## src/rtl/encrypt_out_packer.sv

```systemverilog
// encrypt_out_packer
//   Packs the ciphertext byte stream coming out of the encryption pipeline
//   into 32-bit words and queues them in a small FIFO. The FIFO is presented
//   on a valid/ready master interface. The encrypt side cannot be stalled, so
//   a word that arrives when the FIFO is full (and nothing leaves in the same
//   cycle) is dropped, and a sticky overflow flag is raised.
//
// Ports
//   clk      system clock, rising edge
//   rst      asynchronous active-high reset
//   din      ciphertext byte
//   v_in     din valid strobe, one byte per asserted cycle
//   flush    pulse: push any partially filled word
//   clr_ovf  pulse: clear the sticky overflow flag
//   m_data   word at the FIFO head (0 when empty)
//   m_keep   byte-lane valid mask for m_data (0 when empty)
//   m_valid  FIFO non-empty
//   m_ready  downstream accepts m_data this cycle
//   level    FIFO occupancy
//   ovf      sticky overflow flag
module encrypt_out_packer #(
  parameter int FIFO_DEPTH = 4,
  parameter int LSB_FIRST  = 1
) (
  input  logic                          clk,
  input  logic                          rst,
  input  logic [7:0]                    din,
  input  logic                          v_in,
  input  logic                          flush,
  input  logic                          clr_ovf,
  output logic [31:0]                   m_data,
  output logic [3:0]                    m_keep,
  output logic                          m_valid,
  input  logic                          m_ready,
  output logic [$clog2(FIFO_DEPTH):0]   level,
  output logic                          ovf
);

  localparam int AW = $clog2(FIFO_DEPTH);
  localparam int LW = AW + 1;

  // Accumulator state
  logic [31:0]        acc_p0;
  logic [3:0]         keep_acc_p0;
  logic [1:0]         byte_cnt;

  // Merged word and push request for the current cycle
  logic [1:0]         lane;
  logic [31:0]        word_p0;
  logic [3:0]         keep_p0;
  logic               vld_p0;

  // FIFO state
  logic [31:0]        mem_data [FIFO_DEPTH];
  logic [3:0]         mem_keep [FIFO_DEPTH];
  logic [AW-1:0]      wr_ptr;
  logic [AW-1:0]      rd_ptr;
  logic [LW-1:0]      count;
  logic               full;
  logic               pop;
  logic               push_ok;
  logic               ovf_set;

  // ---- Stage p0: merge incoming byte into the accumulator ----
  always_comb begin
    lane    = (LSB_FIRST != 0) ? byte_cnt : ~byte_cnt;
    word_p0 = acc_p0;
    keep_p0 = keep_acc_p0;
    if (v_in) begin
      word_p0[{lane, 3'b000} +: 8] = din;
      keep_p0[lane]                = 1'b1;
    end
    // A byte completing the word and a flush in the same cycle collapse
    // into a single push.
    vld_p0 = (v_in && (byte_cnt == 2'd3)) ||
             (flush && (v_in || (byte_cnt != 2'd0)));
  end

  always_ff @(posedge clk or posedge rst) begin
    if (rst) begin
      acc_p0      <= '0;
      keep_acc_p0 <= '0;
      byte_cnt    <= '0;
    end else if (vld_p0) begin
      // The accumulator restarts even when the word is dropped on overflow.
      acc_p0      <= '0;
      keep_acc_p0 <= '0;
      byte_cnt    <= '0;
    end else if (v_in) begin
      acc_p0      <= word_p0;
      keep_acc_p0 <= keep_p0;
      byte_cnt    <= byte_cnt + 2'd1;
    end
  end

  // ---- Stage p1: FIFO ----
  assign full    = (count == LW'(FIFO_DEPTH));
  assign m_valid = (count != '0);
  assign pop     = m_valid && m_ready;
  // When full, a word may enter only into the slot freed by a same-cycle pop.
  assign push_ok = vld_p0 && (!full || pop);
  assign ovf_set = vld_p0 && full && !pop;

  always_ff @(posedge clk) begin
    if (push_ok) begin
      mem_data[wr_ptr] <= word_p0;
      mem_keep[wr_ptr] <= keep_p0;
    end
  end

  always_ff @(posedge clk or posedge rst) begin
    if (rst) begin
      wr_ptr <= '0;
      rd_ptr <= '0;
      count  <= '0;
      ovf    <= 1'b0;
    end else begin
      if (push_ok) wr_ptr <= wr_ptr + AW'(1);
      if (pop)     rd_ptr <= rd_ptr + AW'(1);
      count <= count + LW'(push_ok) - LW'(pop);
      // Set has priority over clear.
      if (ovf_set)      ovf <= 1'b1;
      else if (clr_ovf) ovf <= 1'b0;
    end
  end

  assign m_data = m_valid ? mem_data[rd_ptr] : 32'h0;
  assign m_keep = m_valid ? mem_keep[rd_ptr] : 4'h0;
  assign level  = count;

endmodule

```

## config.mk

```make
export PLATFORM = sky130hd
export DESIGN_NAME = encrypt_out_packer
export DESIGN_NICKNAME = d
export VERILOG_FILES = /design/src/rtl/encrypt_out_packer.sv
export SDC_FILE = /design/constraint.sdc
export NUM_CORES = 1
export LEC_CHECK = 0
export CAP_MARGIN = 20
export CORE_MARGIN = 2
export CORE_UTILIZATION = 58
export CTS_BUF_LIST = sky130_fd_sc_hd__clkbuf_16
export DETAILED_ROUTE_END_ITERATION = 16
export HOLD_SLACK_MARGIN = 0.15
export PLACE_DENSITY = 0.79
export SETUP_SLACK_MARGIN = 0.15
export SYNTH_ARGS = -nofsm -noshare
export SYNTH_HDL_FRONTEND = slang
export SYNTH_SLANG_ARGS = --single-unit
export TNS_END_PERCENT = 20
```

## constraint.sdc

```tcl
create_clock -name clk -period 3.2 [get_ports clk]
set_input_delay 0.32 -clock clk [delete_from_list [all_inputs] [get_ports clk]]
set_output_delay 0.32 -clock clk [all_outputs]
set_load 0.005 [all_outputs]
```

==> flow_metrics.py, run 1 <==
metrics = {
    "status": {
        "status": "complete, no violations",
    },
    "min_path": {
        "holdPathStages": 2,
        "hold_class": "input port to flop",
    },
    "logic_synthesis": {
        "syn-num-nets": 445,
        "synth-edff-count": 144,
        "synthesis.area_um2": 7730,
        "syn-instance-count": 418,
        "synthArstFlopShare": 0.242,
        "yosys_warnings": 0,
        "syn_area_per_cell_um2": 18.5,
        "synth_seq_cells": 190,
        "synth_seq_area_share": 0.708,
        "synth_ff_type": "edfxtp_1",
        "synth_cell_types": 40,
    },
    "grt": {
        "grt_usage": 0.223,
        "gr-total-overflow": 0,
        "antenna_found_initial": 0,
        "grt_max_degree": 47,
        "grt_pass1_vias": 4299,
        "grt_pass1_wl_mm": 23.4,
    },
    "critical_path": {
        "endpoint_kind": "flop",
        "crit_arrival_ns": 3.14,
        "critical_path.max_fanout": 10,
        "path_delay_family": "adder cells",
        "worstRegToRegCells": 12,
        "crit_top_cell": "inv_1",
        "worstSetupPathDepth": 12,
        "startpoint_type": "flop",
        "crit_chain": "inv_1, ha_1, nor2b_1, nor3b_2, inv_1, ha_1, inv_1, ha_1, inv_1, fa_1, xnor2_1, xnor2_1",
        "crit_required_ns": 3.51,
        "worst-path-buf-inv": 4,
        "max_stage_delay_ns": 0.49,
        "ff2ff_setup_slack_ns": 0.38,
        "cp_slowest_cell": "dfrtp_1",
        "crit_type": "flop to flop",
    },
    "routing": {
        "wire_per_inst_um": 21.4,
        "drt-total-wl_mm": 14.6,
        "vias_per_cell": 6.02,
        "ant_nets": 0,
        "dr.pass1.iters": 4,
        "drtIter0Drc": 273,
        "num_vias": 4103,
        "drc": 0,
    },
    "sta": {
        "clock_skew_ns": 0.00722,
        "finalWorstSetupSlack_ns": 0.377,
        "final_hold_viol_count": 0,
        "fin_crit_ns": 2.82,
        "holdWs_ns": 0.452,
        "post-route-period-util": 0.882,
        "rsz0062_at_grt": "false",
        "maxSlewViolCount": 0,
        "setup_viol": 0,
        "worst_pin_slew_ns": 0.865,
        "relSlewSlack": 0.419,
        "fmax_ghz": 0.354,
        "finalSetupTns_ns": 0,
    },
    "place": {
        "gp_congestion": 0.792,
        "dp_slack_ns": 0.391,
        "dpl.hpwl_mm": 9.15,
        "port_buffers": 54,
        "place_area_um2": 8550,
    },
    "final_layout": {
        "final_area_um2": 9140,
        "area_growth_pct": 18.1,
        "multi_input_area_um2": 2150,
        "nets": 519,
        "seq_area_um2": 5480,
        "num_antenna_cells": 0,
        "fillers": 852,
        "drive_gt1_frac": 0.190,
    },
    "cts": {
        "clock_latency_ns": 0.43,
        "numCtsBuffers": 17,
        "postCtsSetupRepairBufs": 0,
        "clk_pin_slew_worst_paths_ns": 0.07,
        "root_buffer": "clkbuf_16",
        "cts_tree": "built",
        "h-tree-depth": 4,
        "cts_buffer_depth": 2,
        "cts.sink_count": 190,
    },
    "power": {
        "finalPower_w": 0.00775,
        "power_density_nw_per_um2": 849,
        "ir_worst_vdd_uv": 673,
        "leakage_nw": 3.35,
    },
    "floorplan": {
        "core-area_um2": 13100,
        "row_count": 42,
        "die_area_um2": 14300,
        "dieWidth_um": 119,
        "pin_count": 55,
        "start_util": 0.589,
        "die_height_um": 119,
    },
    "run": {
        "cap_violations": 0,
    },
}
## repair_timing
item / 4_1_cts / 5_1_grt
endpoints found under the hold margin: 0 / 2
hold buffers: 0 / 1
resized for setup: 0 / 0
## cell families after synthesis
group	count (synthesis)	share of synthesized area
DFF	190	0.708
and+or+nand+nor	81	0.0707
AOI/OAI and AO/OA	66	0.0734
muxes	37	0.106
buffers and inverters	26	0.0141
adders and majority gates	13	0.0220
xor gates and xnor gates	5	0.00566
## final timing paths
kind                              from        endpoint
max                        byte_cnt[0]        level[2]
min                            clr_ovf             ovf
max reg2reg                byte_cnt[0]        level[2]
min reg2reg                 acc_p0[14]      acc_p0[14]
max in group asynchronous          rst      acc_p0[15]
min in group asynchronous          rst  keep_acc_p0[2]
## power breakdown
group | internal [W] | leakage (nW) | total (W) | switching (W)
sequential | 0.00310 | 1.98 | 0.00323 | 0.000131
clock | 0.00102 | 0.266 | 0.00197 | 0.000947
combinational | 0.00145 | 1.10 | 0.00256 | 0.00110
total | 0.00557 | 3.35 | 0.00775 | 0.00218
## final cells by class
| cell class | instances | share of cell area |
|---|---|---|
| clock inverters | 15 | 0.0142 |
| inverters | 10 | 0.00411 |
| flip-flops and latches | 190 | 0.599 |
| repair buffers | 71 | 0.0761 |
| clock buffers | 17 | 0.0466 |
| multi-input cells | 202 | 0.235 |
| well taps | 176 | 0.0241 |
## layer usage
layer / up-vias / global-route usage / wire length (µm) / part of all wire
li1: 1812 / - / - / -
met1: 2139 / 0.300 / 6090 / 0.42
met2: 129 / 0.361 / 7510 / 0.52
met3: 23 / 0.0426 / 662 / 0.045
met4: 0 / 0.0985 / 291 / 0.020
met5: - / 0 / 0 / 0
## placed cells by master (no fill, tap or decap), types with 2 or more instances in the layout
cell               n
inv_6              6
and2_1            41
mux4_2            36
nor4b_2            2
buf_4             14
nor3b_2            2
clkbuf_16         17
ha_1              12
edfxtp_1         144
o221ai_1           2
nand2_1            6
inv_1              9
nand2b_1           3
inv_8              2
clkinv_4           3
a21o_1             2
nor2_1             2
clkinvlp_4         3
nor2b_1           14
dfrtp_1           45
clkdlybuf4s50_1   54
xnor2_1            4
buf_12             2
a22o_1            55
## metrics by stage
step                utilization  cells
floorplan                     -    418
global placement          0.651    647
detailed placement        0.651    647
CTS                       0.693    679
global route              0.695    681
finish                    0.695    681
## sequential cells by signal, summed over array words and instances, names as in the netlist
signal,flops
mem_data,128
acc_p0,32
mem_keep,16
keep_acc_p0,4
level,3
byte_cnt,2
rd_ptr,2
wr_ptr,2
ovf,1
## synth_stat cells, drive strengths merged, types with 6 or more instances
| master | count | area share |
|---|---|---|
| clkbuf | 9 | 0.0044 |
| inv | 10 | 0.0049 |
| nor2b | 14 | 0.011 |
| and2 | 41 | 0.033 |
| edfxtp | 144 | 0.56 |
| mux4 | 36 | 0.10 |
| buf | 7 | 0.0049 |
| dfrtp | 46 | 0.15 |
| a22o | 55 | 0.062 |
| ha | 12 | 0.019 |
| nand2 | 6 | 0.0029 |
Note: power is estimated with default switching activity, not from simulation.
==> inputs of run 2 (changes only) <==
- CAP_MARGIN: 20 -> 5
- CORE_MARGIN: 2 -> not set
- clock period: 3.2 -> 3.1 ns (I/O delays scaled with it)
==> flow_metrics.py, run 2 (synthesis gave the netlist of run 1 again) <==
metrics = {
    "cts": {
        "h-tree-depth": 4,
        "postCtsSetupRepairBufs": 0,
        "cts.sink_count": 190,
        "clock_latency_ns": 0.43,
        "cts_buffer_depth": 2,
        "numCtsBuffers": 17,
        "cts_tree": "built",
        "root_buffer": "clkbuf_16",
        "clk_pin_slew_worst_paths_ns": 0.07,
    },
    "grt": {
        "antenna_found_initial": 0,
        "grt.met3_usage": 0.0518,
        "grt_usage": 0.225,
        "busiest_layer": "met2",
        "use_met1": 0.305,
        "grtUsageMet2": 0.357,
        "grt_pass1_vias": 4206,
        "grt_max_degree": 39,
        "grt_pass1_wl_mm": 22.9,
        "gr-total-overflow": 0,
    },
    "routing": {
        "dr.pass1.iters": 4,
        "wire_per_inst_um": 21.0,
        "drt-total-wl_mm": 14.2,
        "vias_per_cell": 6.01,
        "drc": 0,
        "ant_nets": 0,
        "drtIter0Drc": 280,
        "num_vias": 4047,
    },
    "sta": {
        "clock_skew_ns": 0.00713,
        "finalSetupTns_ns": 0,
        "relSlewSlack": 0.370,
        "fin_crit_ns": 2.66,
        "fmax_ghz": 0.376,
        "rsz0062_at_grt": "false",
        "worst_pin_slew_ns": 0.938,
        "setup_viol": 0,
        "finalWorstSetupSlack_ns": 0.440,
        "final_hold_viol_count": 0,
        "post-route-period-util": 0.858,
        "maxSlewViolCount": 0,
    },
    "floorplan": {
        "start_util": 0.603,
        "die_area_um2": 13800,
        "pin_count": 55,
        "dieWidth_um": 117,
        "core-area_um2": 12800,
        "row_count": 41,
        "die_height_um": 117,
    },
    "power": {
        "power_density_nw_per_um2": 889,
        "ir_worst_vdd_uv": 619,
        "leakage_nw": 3.34,
    },
    "critical_path": {
        "crit_arrival_ns": 2.96,
        "startpoint_type": "flop",
        "critical_path.max_fanout": 7,
        "crit_type": "flop to flop",
        "endpoint_kind": "flop",
        "crit_required_ns": 3.40,
    },
    "place": {
        "port_buffers": 54,
        "gp_congestion": 0.778,
        "dpl.hpwl_mm": 8.57,
        "dp_slack_ns": 0.298,
    },
    "final_layout": {
        "post-route-util": 0.712,
        "reg_top3": "mem_data x128, acc_p0 x32, mem_keep x16",
        "area_growth_pct": 18.0,
        "num_antenna_cells": 0,
        "drive_gt1_frac": 0.186,
        "nets": 515,
        "layout_commonest_cell": "edfxtp_1",
        "layout_common_cells": "144 x edfxtp_1, 55 x a22o_1, 54 x clkdlybuf4s50_1",
        "largest_reg_flops": 128,
        "largest-register": "mem_data",
        "fillers": 835,
    },
    "status": {
        "status": "complete, no violations",
    },
    "min_path": {
        "hold_class": "input port to asynchronous set/reset pin",
    },
    "run": {
        "cap_violations": 0,
    },
}
[run 2: layout make-up]
type / instances / area (µm²) / area share
tap: 172 / 215 / 0.0236
timing repair buffer: 67 / 638 / 0.0699
clock buffer: 19 / 475 / 0.0521
clock inverter: 13 / 124 / 0.0136
inverter: 10 / 37.5 / 0.00411
multi-input combinational: 202 / 2160 / 0.237
sequential: 190 / 5480 / 0.600
[run 2: where the power goes]
group / switching, W / internal (W)
clock: 0.000935 / 0.00122
combinational: 0.00115 / 0.00148
sequential: 0.000133 / 0.00320
total: 0.00222 / 0.00590
[run 2: final timing paths]
kind / from / to / slack [ns] / depth (start not counted)
setup / recovery: byte_cnt[0] / level[2] / 0.44 / 12
hold / removal: rst / keep_acc_p0[2] / 0.19 / 2
setup reg to reg: byte_cnt[0] / level[2] / 0.44 / 12
hold reg to reg: keep_acc_p0[3] / keep_acc_p0[3] / 0.50 / 1
max in group asynchronous: rst / rd_ptr[0] / 2.14 / 3
min in group clk: clr_ovf / ovf / 0.44 / 2
[run 2: through the flow]
step	cells	cell area [µm²]	total power, W	hold WS (ns)
4_1_cts	673	9120	0.00820	0.187
3_5_place_dp	641	8520	0.00604	0.477
2_1_floorplan	418	7730	0.00488	0.399
5_1_grt	673	9130	0.00851	0.220
6_report	673	9130	0.00812	0.186
3_3_place_gp	641	8520	0.00597	0.478
[run 2: critical path: stages, from the launching register on]
cell and delay, ns:
dfrtp_1 0.49, inv_1 0.09, ha_1 0.22, nor2b_1 0.18
nor3b_4 0.33, inv_1 0.08, ha_1 0.27, inv_1 0.06
ha_1 0.13, inv_1 0.05, fa_1 0.37, xnor2_1 0.14
xnor2_1 0.13
[run 2: timing repair]
item                                    4_1_cts  5_1_grt
gates resized for setup                       0        2
hold buffers                                  0        0
endpoints found under the setup margin        0        1
[run 2: routing by layer]
layer	up-vias	routed length, µm	part of all wire
met4	0	252	0.018
met5	-	0	0
met3	23	716	0.051
met2	140	7110	0.50
met1	2085	6080	0.43
li1	1799	-	-
==> inputs of run 3 (changes only) <==
- TNS_END_PERCENT: 20 -> 30
==> results of run 3 <==
Same layout as run 2: the final DEF is identical, and so are final timing and power.
==> patch (config.mk and constraints of run 2) <==
`LSB_FIRST`: 1 -> 0.
--- a/src/rtl/encrypt_out_packer.sv
+++ b/src/rtl/encrypt_out_packer.sv
@@ -20,7 +20,7 @@
 //   ovf      sticky overflow flag
 module encrypt_out_packer #(
   parameter int FIFO_DEPTH = 4,
-  parameter int LSB_FIRST  = 1
+  parameter int LSB_FIRST  = 0
 ) (
   input  logic                          clk,
   input  logic                          rst,
Formal check against the unedited RTL: not equivalent (Yosys sat finds a counterexample within 4 cycles, from zero or initial values and one cycle with rst high).
==> patch against run 2 <==
- routed wire length increased by 5.8%
- sequential cell count unchanged
- area after synthesis increased by 0.71%
- total power decreased by 2.6%
- design area about the same
- maximum frequency decreased by 0.47%
- first-iteration DRC count increased by 50%
- worst setup slack got worse by 0.012 ns
- sequential share of layout area increased by 0.055 points
- global-route usage increased by 1.1 points
- highest routed layer unchanged
==> patch: results (changes against run 2) <==
Run status - finished, final reports clean
Post-synthesis cell type count - 39 (-2.5%)
Post-synthesis compound-gate area fraction - 0.07677 (+0.003336)
Number of global-route vias before repair - 4363 (+3.7%)
Post-Synth XOR/XNOR Area - 0.005622 (-0.00004001)
P_leak - 3.448 nW (+3.3%)
Clock share of power - 0.246 (-0.019)
Post-DP HPWL - 9.016 mm (+5.2%)
Starting DRT DRC Count - 421 (+50%)
Pre-CTS WS - 0.08675 ns (-0.2115 ns)
Pwr/cell area - 867.1 nW/µm² (-2.5%)
Max-slew headroom - 0.5577 (+0.1877)
Tcrit/Tclk final - 0.8622 (+0.004026)
Inst Count DP - 647 (+0.94%)
Fin cells - 682 (+1.3%)
First-pass GRT wire length - 24.06 mm (+4.9%)
Worst path max stage delay - 0.45 ns (-0.04 ns)
Nets - 524 (+1.7%)
Syn Nets - 451 (+1.3%)
Hold Worst Slack - 0.1934 ns (+0.007716 ns)
Worst path slowest cell - dfrtp_2
Routability cong. - 0.8322 (+6.9%)
Switching part of the total power - 0.2729 (about the same)
Sequential fraction of the synthesis area - 0.7029 (-0.005003)
Final wirelength - 14.97 mm (+5.8%)
## patch: cell count changes after synthesis, sizes merged, moves of 4 or more
cell   delta
and3     +13
buf       +7
nor2b    -12
nor3b     -4
## patch: layout make-up
| class | instances | area, µm² |
|---|---|---|
| fillers | 785 | 3756 |
| flip-flops and latches | 190 | 5478 |
| clock inverters | 14 | 73.82 |
| inverters | 12 | 45.04 |
| multi-input cells | 202 | 2155 |
| repair buffers | 74 | 703.2 |
| clock buffers | 18 | 450.4 |
| well taps | 172 | 215.2 |
## patch: routing by layer
metal  part of all wire  vias up  track usage
met5                  0        -            0
met4              0.017        0      0.08814
met3              0.063       19      0.05329
met2               0.49      141       0.3750
met1               0.43     2138       0.3224
li1                   -     1828            -
## patch: what timing repair did
item / 4_1_cts / 5_1_grt
resized for setup: 1 / 1
setup endpoints to repair: 1 / 1
buffers inserted: 0 / 3
cloned: 0 / 0
